<file path="src/rtl/adc_pkg.sv">
// Shared constants and FSM state encoding for the ADC scan sequencer.
package adc_pkg;

    localparam int NUM_CH = 8;
    localparam int DATA_W = 12;
    localparam int CH_W   = 3;
    localparam int PTR_W  = CH_W + 1;

    typedef enum logic [2:0] {
        IDLE    = 3'd0,
        PICK    = 3'd1,
        REQ     = 3'd2,
        ACK     = 3'd3,
        RELEASE = 3'd4,
        GAP     = 3'd5
    } state_t;

endpackage

</file>
<file path="src/rtl/adc_ch_pick.sv">
// Next-set-bit search: lowest enabled channel at or above the search pointer.
module adc_ch_pick
    import adc_pkg::*;
(
    input  logic [NUM_CH-1:0] mask,
    input  logic [PTR_W-1:0]  ptr,
    output logic              found,
    output logic [CH_W-1:0]   ch
);

    // Descending walk so the lowest qualifying channel is the last one written.
    always_comb begin
        found = 1'b0;
        ch    = '0;
        for (int i = NUM_CH - 1; i >= 0; i--) begin
            if (mask[i] && (PTR_W'(i) >= ptr)) begin
                found = 1'b1;
                ch    = CH_W'(i);
            end
        end
    end

endmodule

</file>
<file path="src/rtl/adc_scan_sequencer.sv">
// Scans the enabled ADC channels in ascending order, stores each result in a
// per-channel bank and idles GAP_CYCLES between scans.
module adc_scan_sequencer
    import adc_pkg::*;
#(
    parameter int GAP_CYCLES     = 250,
    parameter int TIMEOUT_CYCLES = 4096
) (
    input  logic              clk,
    input  logic              rst_n,
    input  logic              scan_en,
    input  logic [7:0]        ch_mask,
    input  logic              adc_ready,
    input  logic [11:0]       d_signal,
    output logic              ctl_valid,
    output logic [2:0]        address,
    output logic              adc_ack,
    input  logic [2:0]        rd_addr,
    output logic [11:0]       rd_data,
    output logic              sample_valid,
    output logic [2:0]        sample_ch,
    output logic [11:0]       sample_data,
    output logic              scan_done,
    output logic              timeout_err,
    output logic              busy
);

    // GAP_CYCLES of 0 and 1 both give a single GAP cycle.
    localparam int GAP_LAST = (GAP_CYCLES > 0) ? GAP_CYCLES - 1 : 0;
    localparam int GAP_W    = $clog2(GAP_LAST + 2);
    localparam int TMO_LAST = (TIMEOUT_CYCLES > 0) ? TIMEOUT_CYCLES - 1 : 0;
    localparam int TMO_W    = $clog2(TMO_LAST + 2);

    state_t              state;
    state_t              state_nxt;
    logic [NUM_CH-1:0]   scan_mask;
    logic                ld_mask;
    logic [PTR_W-1:0]    ptr;
    logic [PTR_W-1:0]    ptr_nxt;
    logic [CH_W-1:0]     addr_q;
    logic [TMO_W-1:0]    tmo_cnt;
    logic [GAP_W-1:0]    gap_cnt;
    logic [DATA_W-1:0]   bank [NUM_CH];

    logic                pick_found;
    logic [CH_W-1:0]     pick_ch;
    logic                conv_done;
    logic                tmo_hit;
    logic                gap_end;
    logic [PTR_W-1:0]    ptr_after;

    adc_ch_pick u_pick (
        .mask  (scan_mask),
        .ptr   (ptr),
        .found (pick_found),
        .ch    (pick_ch)
    );

    assign conv_done = (state == REQ) && adc_ready;
    assign tmo_hit   = (state == REQ) && !adc_ready && (tmo_cnt == TMO_W'(TMO_LAST));
    assign gap_end   = (gap_cnt == GAP_W'(GAP_LAST));
    assign ptr_after = PTR_W'(addr_q) + PTR_W'(1);

    always_ff @(posedge clk or negedge rst_n) begin
        if (!rst_n) begin
            state <= IDLE;
        end else begin
            state <= state_nxt;
        end
    end

    always_comb begin
        state_nxt = state;
        ptr_nxt   = ptr;
        ld_mask   = 1'b0;
        case (state)
            IDLE: begin
                if (scan_en && (ch_mask != '0)) begin
                    ld_mask   = 1'b1;
                    ptr_nxt   = '0;
                    state_nxt = PICK;
                end
            end
            PICK: begin
                state_nxt = pick_found ? REQ : GAP;
            end
            REQ: begin
                if (adc_ready) begin
                    state_nxt = ACK;
                end else if (tmo_hit) begin
                    ptr_nxt   = ptr_after;
                    state_nxt = scan_en ? PICK : IDLE;
                end
            end
            ACK: begin
                state_nxt = RELEASE;
            end
            // Converter must drop ready before the next request goes out.
            RELEASE: begin
                if (!adc_ready) begin
                    ptr_nxt   = ptr_after;
                    state_nxt = scan_en ? PICK : IDLE;
                end
            end
            GAP: begin
                if (gap_end) begin
                    state_nxt = IDLE;
                end
            end
            default: begin
                state_nxt = IDLE;
            end
        endcase
    end

    always_ff @(posedge clk or negedge rst_n) begin
        if (!rst_n) begin
            scan_mask   <= '0;
            ptr         <= '0;
            addr_q      <= '0;
            tmo_cnt     <= '0;
            gap_cnt     <= '0;
            timeout_err <= 1'b0;
        end else begin
            if (ld_mask) begin
                scan_mask <= ch_mask;
            end
            ptr <= ptr_nxt;
            if ((state == PICK) && pick_found) begin
                addr_q <= pick_ch;
            end
            tmo_cnt <= (state == REQ) ? tmo_cnt + TMO_W'(1) : '0;
            gap_cnt <= (state == GAP) ? gap_cnt + GAP_W'(1) : '0;
            if (tmo_hit) begin
                timeout_err <= 1'b1;
            end
        end
    end

    always_ff @(posedge clk or negedge rst_n) begin
        if (!rst_n) begin
            for (int i = 0; i < NUM_CH; i++) begin
                bank[i] <= '0;
            end
        end else if (conv_done) begin
            bank[addr_q] <= d_signal;
        end
    end

    assign ctl_valid    = (state == REQ);
    assign adc_ack      = (state == ACK);
    assign busy         = (state != IDLE);
    assign scan_done    = (state == PICK) && !pick_found;
    assign address      = addr_q;
    assign sample_valid = conv_done;
    assign sample_ch    = conv_done ? addr_q : '0;
    assign sample_data  = conv_done ? d_signal : '0;
    assign rd_data      = bank[rd_addr];

endmodule

</file>
<file path="config.mk">
export PLATFORM = sky130hd
export DESIGN_NAME = adc_scan_sequencer
export DESIGN_NICKNAME = d
export VERILOG_FILES = /design/src/rtl/adc_pkg.sv /design/src/rtl/adc_ch_pick.sv /design/src/rtl/adc_scan_sequencer.sv
export SDC_FILE = /design/constraint.sdc
export NUM_CORES = 1
export LEC_CHECK = 0
export BUFFER_PORTS_ARGS = -buffer_cell sky130_fd_sc_hd__buf_2
export CAP_MARGIN = 25
export CORE_AREA = 5 5 140 142
export CTS_CLUSTER_SIZE = 25
export DETAILED_ROUTE_END_ITERATION = 6
export DIE_AREA = 0 0 145 147
export GPL_ROUTABILITY_DRIVEN = 0
export HOLD_SLACK_MARGIN = 0.02
export PLACE_DENSITY = 0.62
export SLEW_MARGIN = 10
export SYNTH_ARGS = -nofsm -noshare
export SYNTH_HDL_FRONTEND = slang
export SYNTH_HIERARCHICAL = 1
export SYNTH_SLANG_ARGS = --single-unit
</file>
<file path="constraint.sdc">
create_clock -name clk -period 4.1 [get_ports clk]
set_input_delay 0.41 -clock clk [delete_from_list [all_inputs] [get_ports clk]]
set_output_delay 0.41 -clock clk [all_outputs]
set_load 0.005 [all_outputs]
</file>
==> impl_metrics.py, run 1 <==
metrics = {
    "run_status": {
        "status": "completed",
    },
    "die": {
        "rows": 50,
        "start_util_pct": 37.1,
        "ios": 63,
        "fp.dieW_um": 145,
        "dieArea_mm2": 0.0213,
        "core_mm2": 0.0183,
        "die_y_um": 147,
    },
    "global_route": {
        "antenna_found_initial": 0,
        "grt_max_degree": 87,
        "gr-total-overflow": 0,
        "grt_pass1_wl_um": 24400,
        "grt.total_usage_pct": 14.3,
        "first_global_vias": 4490,
    },
    "yosys": {
        "avgSynthCellArea_um2": 14.0,
        "ys_warn_count": 6,
        "syn_inst": 486,
        "yosysUniqueCellTypes": 61,
        "async_flop_share_pct": 100,
        "ys_ff_latch": 136,
        "syn_nets": 517,
        "ys.flop_type": "dfrtp_1",
        "seq_area_frac_synth_pct": 50.1,
        "synth_edf_count": 0,
        "syn-cell-area_mm2": 0.00680,
    },
    "power_and_ir_drop": {
        "p_sw_share_pct": 29.8,
        "peakVddDrop_mv": 0.223,
        "seqPwrFrac_pct": 43.4,
        "power_frac_comb_pct": 27.1,
        "p_int_mw": 3.42,
        "p_switching_mw": 1.45,
        "p_per_area_mw_per_mm2": 620,
        "clkPwrFrac_pct": 29.5,
        "leakagePower_nw": 3.76,
    },
    "worst_hold_path": {
        "hp-start": "ch_mask[4]",
        "hold_class": "in -> reg",
        "holdPathStages": 2,
        "holdPathEnd": "scan_mask[4]",
    },
    "clocking": {
        "cts_setup_buffers": 0,
        "clockBufferDepth": 2,
        "hold_buffers": 0,
        "cts_resized": 0,
        "cts.htree.levels": 4,
        "cts_made_buffers": 17,
        "clock-root-buffer": "clkbuf_16",
        "clkTransAtPathRegs_ns": 0.06,
        "cts_tree": "yes",
        "cts_sinks": 136,
        "clock_latency_ns": 0.42,
    },
    "setup_path": {
        "r2r-start": "state[1]",
        "r2r_slack_ns": 1.25,
        "end_kind": "output pin",
        "crit_type": "reg -> out",
        "crit_required_ns": 3.69,
        "rr_worst_depth": 6,
        "cp-start-kind": "flop",
        "reg2reg_to": "bank[36]",
        "cp.arrival_ns": 2.48,
        "cp_max_fo": 18,
    },
    "timing": {
        "rsz0062_at_grt": "no",
        "slew_headroom_pct": 41.4,
        "slew_violations": 0,
        "finalCritPeriodShare_pct": 70.4,
        "max_freq_mhz": 347,
        "finalCriticalPeriod_ns": 2.89,
        "setup_viol": 0,
        "worst_pin_slew_ns": 0.879,
        "finalHoldViolCount": 0,
        "tns_ns": 0,
        "fin_worst_skew_ns": 0.00848,
        "hold_slack_ns": 0.243,
    },
    "routing": {
        "vias": 4209,
        "drt_iter0_drc": 271,
        "drc": 0,
        "ant_nets": 0,
        "wl_um": 15000,
        "drt-vias-per-instance": 5.32,
        "routedWlPerCell_um": 18.9,
        "drt-pass1-iter-count": 4,
    },
    "placed_design": {
        "hpwl_um": 10000,
        "io_buffer_count": 62,
    },
    "layout": {
        "nNetsFinal": 576,
        "syn_to_final_growth_pct": 15.4,
        "drive_above_1_share_pct": 45.4,
        "final_cell_mix": "dfrtp_1, mux2_2, buf_2, nor2_1, mux2_4",
        "final_common_cell": "dfrtp_1",
        "antenna_cells": 0,
    },
    "flow_run": {
        "cap_violations": 0,
    },
}
==> per-layer routing <==
| layer | global-route usage, % | share of wire, % |
|---|---|---|
| met3 | 3.15 | 3.1 |
| met1 | 18.6 | 45 |
| met5 | 0 | 0 |
| met2 | 23.2 | 50 |
| met4 | 6.07 | 2.5 |
==> how the worst max path moves through the flow <==
stage / slack, ns / depth (start not counted) / endpoint / startpoint
5_1_grt: 1.10 / 5 / bank[36] / state[0]
3_3_place_gp: 1.29 / 6 / bank[28] / state[1]
4_1_cts: 1.15 / 6 / bank[24] / state[1]
3_5_place_dp: 1.13 / 5 / bank[32] / state[0]
6_report: 1.21 / 5 / sample_ch[1] / state[1]
2_1_floorplan: 1.87 / 4 / rd_data[10] / rd_addr[0]
==> state kept, by name, summed over array words and instances, names as in the netlist <==
register / flops
address: 3
bank: 96
gap_cnt: 8
ptr: 4
scan_mask: 8
state: 3
timeout_err: 1
tmo_cnt: 13
==> cell type report <==
cell class | count | area, um2
Clock buffer | 20 | 457
Clock inverter | 11 | 101
Fill cell | 1671 | 10500
Inverter | 9 | 38.8
Multi-Input combinational cell | 312 | 3160
Sequential cell | 136 | 3400
Tap cell | 234 | 293
Timing Repair Buffer | 69 | 392
==> stage by stage <==
stage | power [mW] | utilization, % | std cells | instance area [um2] | setup WS, ns
2_1_floorplan | 3.08 | - | 486 | 6800 | 1.87
6_report | 4.87 | 42.8 | 791 | 7850 | 1.21
5_1_grt | 5.13 | 42.8 | 791 | 7850 | 1.10
3_5_place_dp | 3.45 | 39.5 | 757 | 7240 | 1.13
4_1_cts | 4.90 | 42.5 | 788 | 7800 | 1.15
3_3_place_gp | 3.39 | 39.5 | 757 | 7240 | 1.29
==> power by group through the flow <==
stage	logic [mW]	registers, mW	clock network (mW)
finish	1.32	2.11	1.43
global route	1.45	2.17	1.52
CTS	1.33	2.11	1.47
detailed placement	1.32	2.13	0
global placement	1.28	2.11	0
floorplan	1.13	1.96	0
==> Yosys cell counts (3+ instances only) <==
| cell | count | share of area (%) |
|---|---|---|
| a21oi_1 | 9 | 0.66 |
| a22o_1 | 4 | 0.52 |
| a2bb2oi_1 | 3 | 0.39 |
| and3_1 | 18 | 1.7 |
| and4_1 | 3 | 0.39 |
| buf_2 | 3 | 0.22 |
| buf_4 | 4 | 0.44 |
| buf_6 | 9 | 1.5 |
| clkbuf_1 | 11 | 0.61 |
| dfrtp_1 | 136 | 50 |
| ha_1 | 4 | 0.74 |
| inv_1 | 7 | 0.39 |
| mux2_2 | 87 | 14 |
| mux2_4 | 30 | 6.6 |
| mux4_2 | 24 | 7.9 |
| nand2_1 | 9 | 0.50 |
| nand2b_1 | 6 | 0.55 |
| nand3_1 | 6 | 0.44 |
| nand4_1 | 6 | 0.55 |
| nor2_1 | 32 | 1.8 |
| nor2b_1 | 3 | 0.28 |
| nor3_1 | 3 | 0.22 |
| o21ai_0 | 6 | 0.44 |
| or3_1 | 3 | 0.28 |
| xnor2_1 | 6 | 0.77 |
| xor2_1 | 12 | 1.5 |
==> worst max-delay path, cell delays in order (launching register included) <==
cell,delay (ns)
dfrtp_1,0.48
inv_2,0.07
or3_1,0.61
clkinv_4,0.25
and3_1,0.42
buf_2,0.22
==> cells by family (layout without fill, tap and decap cells) <==
kind of cell / after synthesis / count (layout) / synth area share, %
multiplexers: 142 / 142 / 29.1
flip-flops: 136 / 136 / 50.1
AND/OR/NAND/NOR: 108 / 108 / 9.97
AO/OA/AOI/OAI: 40 / 40 / 4.31
buffers and inverters: 38 / 109 / 3.46
XOR/XNOR: 18 / 18 / 2.32
adder cells (fa/ha/maj): 4 / 4 / 0.736
No activity file was read; power rests on OpenSTA's default activity.
==> run 2: changes to the inputs <==
==> constraint.sdc (replaced) <==
create_clock -name clk -period 2.8 [get_ports clk]
set_input_delay 0.28 -clock clk [delete_from_list [all_inputs] [get_ports clk]]
set_output_delay 0.28 -clock clk [all_outputs]
set_load 0.005 [all_outputs]
==> impl_metrics.py, run 2 (synthesis results as in run 1) <==
metrics = {
    "run_status": {
        "status": "completed",
    },
    "die": {
        "ios": 63,
        "rows": 50,
        "fp.dieW_um": 145,
        "start_util_pct": 37.1,
        "dieArea_mm2": 0.0213,
        "core_mm2": 0.0183,
        "die_y_um": 147,
    },
    "timing": {
        "setup_viol": 0,
        "finalCriticalPeriod_ns": 2.46,
        "fin_worst_skew_ns": 0.0127,
        "max_freq_mhz": 406,
        "rsz0062_at_grt": "no",
        "tns_ns": 0,
        "finalHoldViolCount": 0,
        "slew_violations": 0,
        "slew_headroom_pct": 51.6,
        "hold_slack_ns": 0.108,
        "finalCritPeriodShare_pct": 87.9,
        "worst_pin_slew_ns": 0.725,
    },
    "layout": {
        "nNetsFinal": 580,
        "antenna_cells": 0,
        "fin_cells": 795,
        "seqCellArea_mm2": 0.00340,
        "design_area_mm2": 0.00793,
        "final_common_cell": "dfrtp_1",
        "syn_to_final_growth_pct": 16.6,
        "multi_input_comb_area_mm2": 0.00316,
        "drive_above_1_share_pct": 45.5,
        "largest_register_ffs": 96,
        "n_fill_cell": 1656,
        "top_regs": "bank x96, tmo_cnt x13",
        "final_cell_mix": "dfrtp_1, mux2_2, buf_2, nor2_1, mux2_4",
        "largest_register": "bank",
    },
    "global_route": {
        "grt_pass1_wl_um": 24500,
        "grt.met1_usage_pct": 17.8,
        "gr-total-overflow": 0,
        "antenna_found_initial": 0,
        "grt.busiest_layer": "met2",
        "gr-usage-met3_pct": 2.71,
        "grt_max_degree": 57,
        "grt.total_usage_pct": 14.4,
        "use_met2_pct": 24.1,
        "first_global_vias": 4606,
    },
    "setup_path": {
        "critical_path.top_delay_family": "simple AND/OR/NAND/NOR gates",
        "crit_required_ns": 2.52,
        "critPathSlowestCell": "dfrtp_1",
        "critical_path_buf_inv_count": 3,
        "critPathMaxStageDelay_ns": 0.48,
        "cp-start-kind": "flop",
        "cp_max_fo": 18,
        "crit_chain": "inv_2 > or3_1 > clkinv_4 > and3_1 > buf_2",
        "cp.arrival_ns": 2.18,
        "crit_type": "reg -> out",
        "end_kind": "output pin",
    },
    "power_and_ir_drop": {
        "power_frac_comb_pct": 27.0,
        "p_per_area_mw_per_mm2": 925,
        "p_sw_share_pct": 28.4,
        "peakVddDrop_mv": 0.381,
        "clkPwrFrac_pct": 31.2,
        "p_int_mw": 5.25,
        "p_switching_mw": 2.08,
        "leakagePower_nw": 3.81,
        "seqPwrFrac_pct": 41.8,
    },
    "clocking": {
        "clock-root-buffer": "clkbuf_16",
        "cts_setup_buffers": 0,
        "clockBufferDepth": 2,
        "cts_tree": "yes",
        "cts_made_buffers": 17,
        "clock_latency_ns": 0.42,
        "cts_sinks": 136,
        "cts.htree.levels": 4,
        "clkTransAtPathRegs_ns": 0.06,
    },
    "flow_run": {
        "cap_violations": 0,
    },
    "routing": {
        "drt_iter0_drc": 203,
        "drt-pass1-iter-count": 4,
        "ant_nets": 0,
        "vias": 4275,
        "routedWlPerCell_um": 18.7,
        "drt-vias-per-instance": 5.38,
        "drc": 0,
        "wl_um": 14900,
    },
    "placed_design": {
        "hpwl_um": 10200,
        "placed_area_mm2": 0.00731,
        "placedCellCount": 763,
        "io_buffer_count": 62,
    },
    "worst_hold_path": {
        "hold_class": "in -> reg",
    },
}
[run 2: cell count changes in the layout (fill, tap and decap cells not counted)]
cell | previous run | this run
buf_12 | 0 | 2
buf_16 | 1 | 0
clkinv_4 | 4 | 2
buf_6 | 1 | 0
clkinv_2 | 3 | 2
bufinv_16 | 1 | 3
buf_4 | 5 | 9
clkbuf_1 | 1 | 3
clkinvlp_4 | 4 | 1
clkbuf_8 | 2 | 4
[run 2: through the flow]
step	power [mW]	util (%)	worst slack [ns]
floorplan	4.52	-	0.740
global placement	4.98	39.9	0.520
detailed placement	5.08	39.9	0.411
CTS	7.40	43.2	0.321
global route	7.73	43.2	0.226
finish	7.33	43.2	0.338
[run 2: power by group through the flow]
stage          clock (mW)  sequential [mW]  combinational (mW)
2_1_floorplan           0             2.87                1.65
3_3_place_gp            0             3.05                1.92
3_5_place_dp            0             3.10                1.98
4_1_cts              2.34             3.07                1.99
5_1_grt              2.41             3.16                2.16
6_report             2.28             3.07                1.98
[run 2: final timing paths]
path	endpoint	cells after the start	startpoint	slack [ns]
hold reg to reg	tmo_cnt[0]	1	tmo_cnt[0]	0.48
setup reg to reg	bank[71]	6	state[1]	0.41
hold / removal	scan_mask[5]	2	ch_mask[5]	0.11
max in group asynchronous	tmo_cnt[8]	3	rst_n	1.45
min in group asynchronous	bank[76]	2	rst_n	0.46
setup / recovery	sample_ch[1]	5	state[1]	0.34
[run 2: area by class of cell]
cell class	count	share of cell area [%]
inverters	9	0.489
multi-input cells	312	39.9
well taps	234	3.69
clock inverters	7	1.47
clock buffers	24	6.20
repair buffers	73	5.34
flip-flops and latches	136	42.9
[run 2: what timing repair did]
| action | CTS | global route |
|---|---|---|
| resized for setup | 0 | 0 |
| hold buffers | 1 | 0 |
| hold endpoints to repair | 54 | 0 |
[run 2: routing by layer]
| layer | up-vias | wire (um) |
|---|---|---|
| li1 | 1914 | - |
| met1 | 2244 | 6420 |
| met2 | 88 | 7620 |
| met3 | 29 | 412 |
| met4 | 0 | 429 |
| met5 | - | 0 |
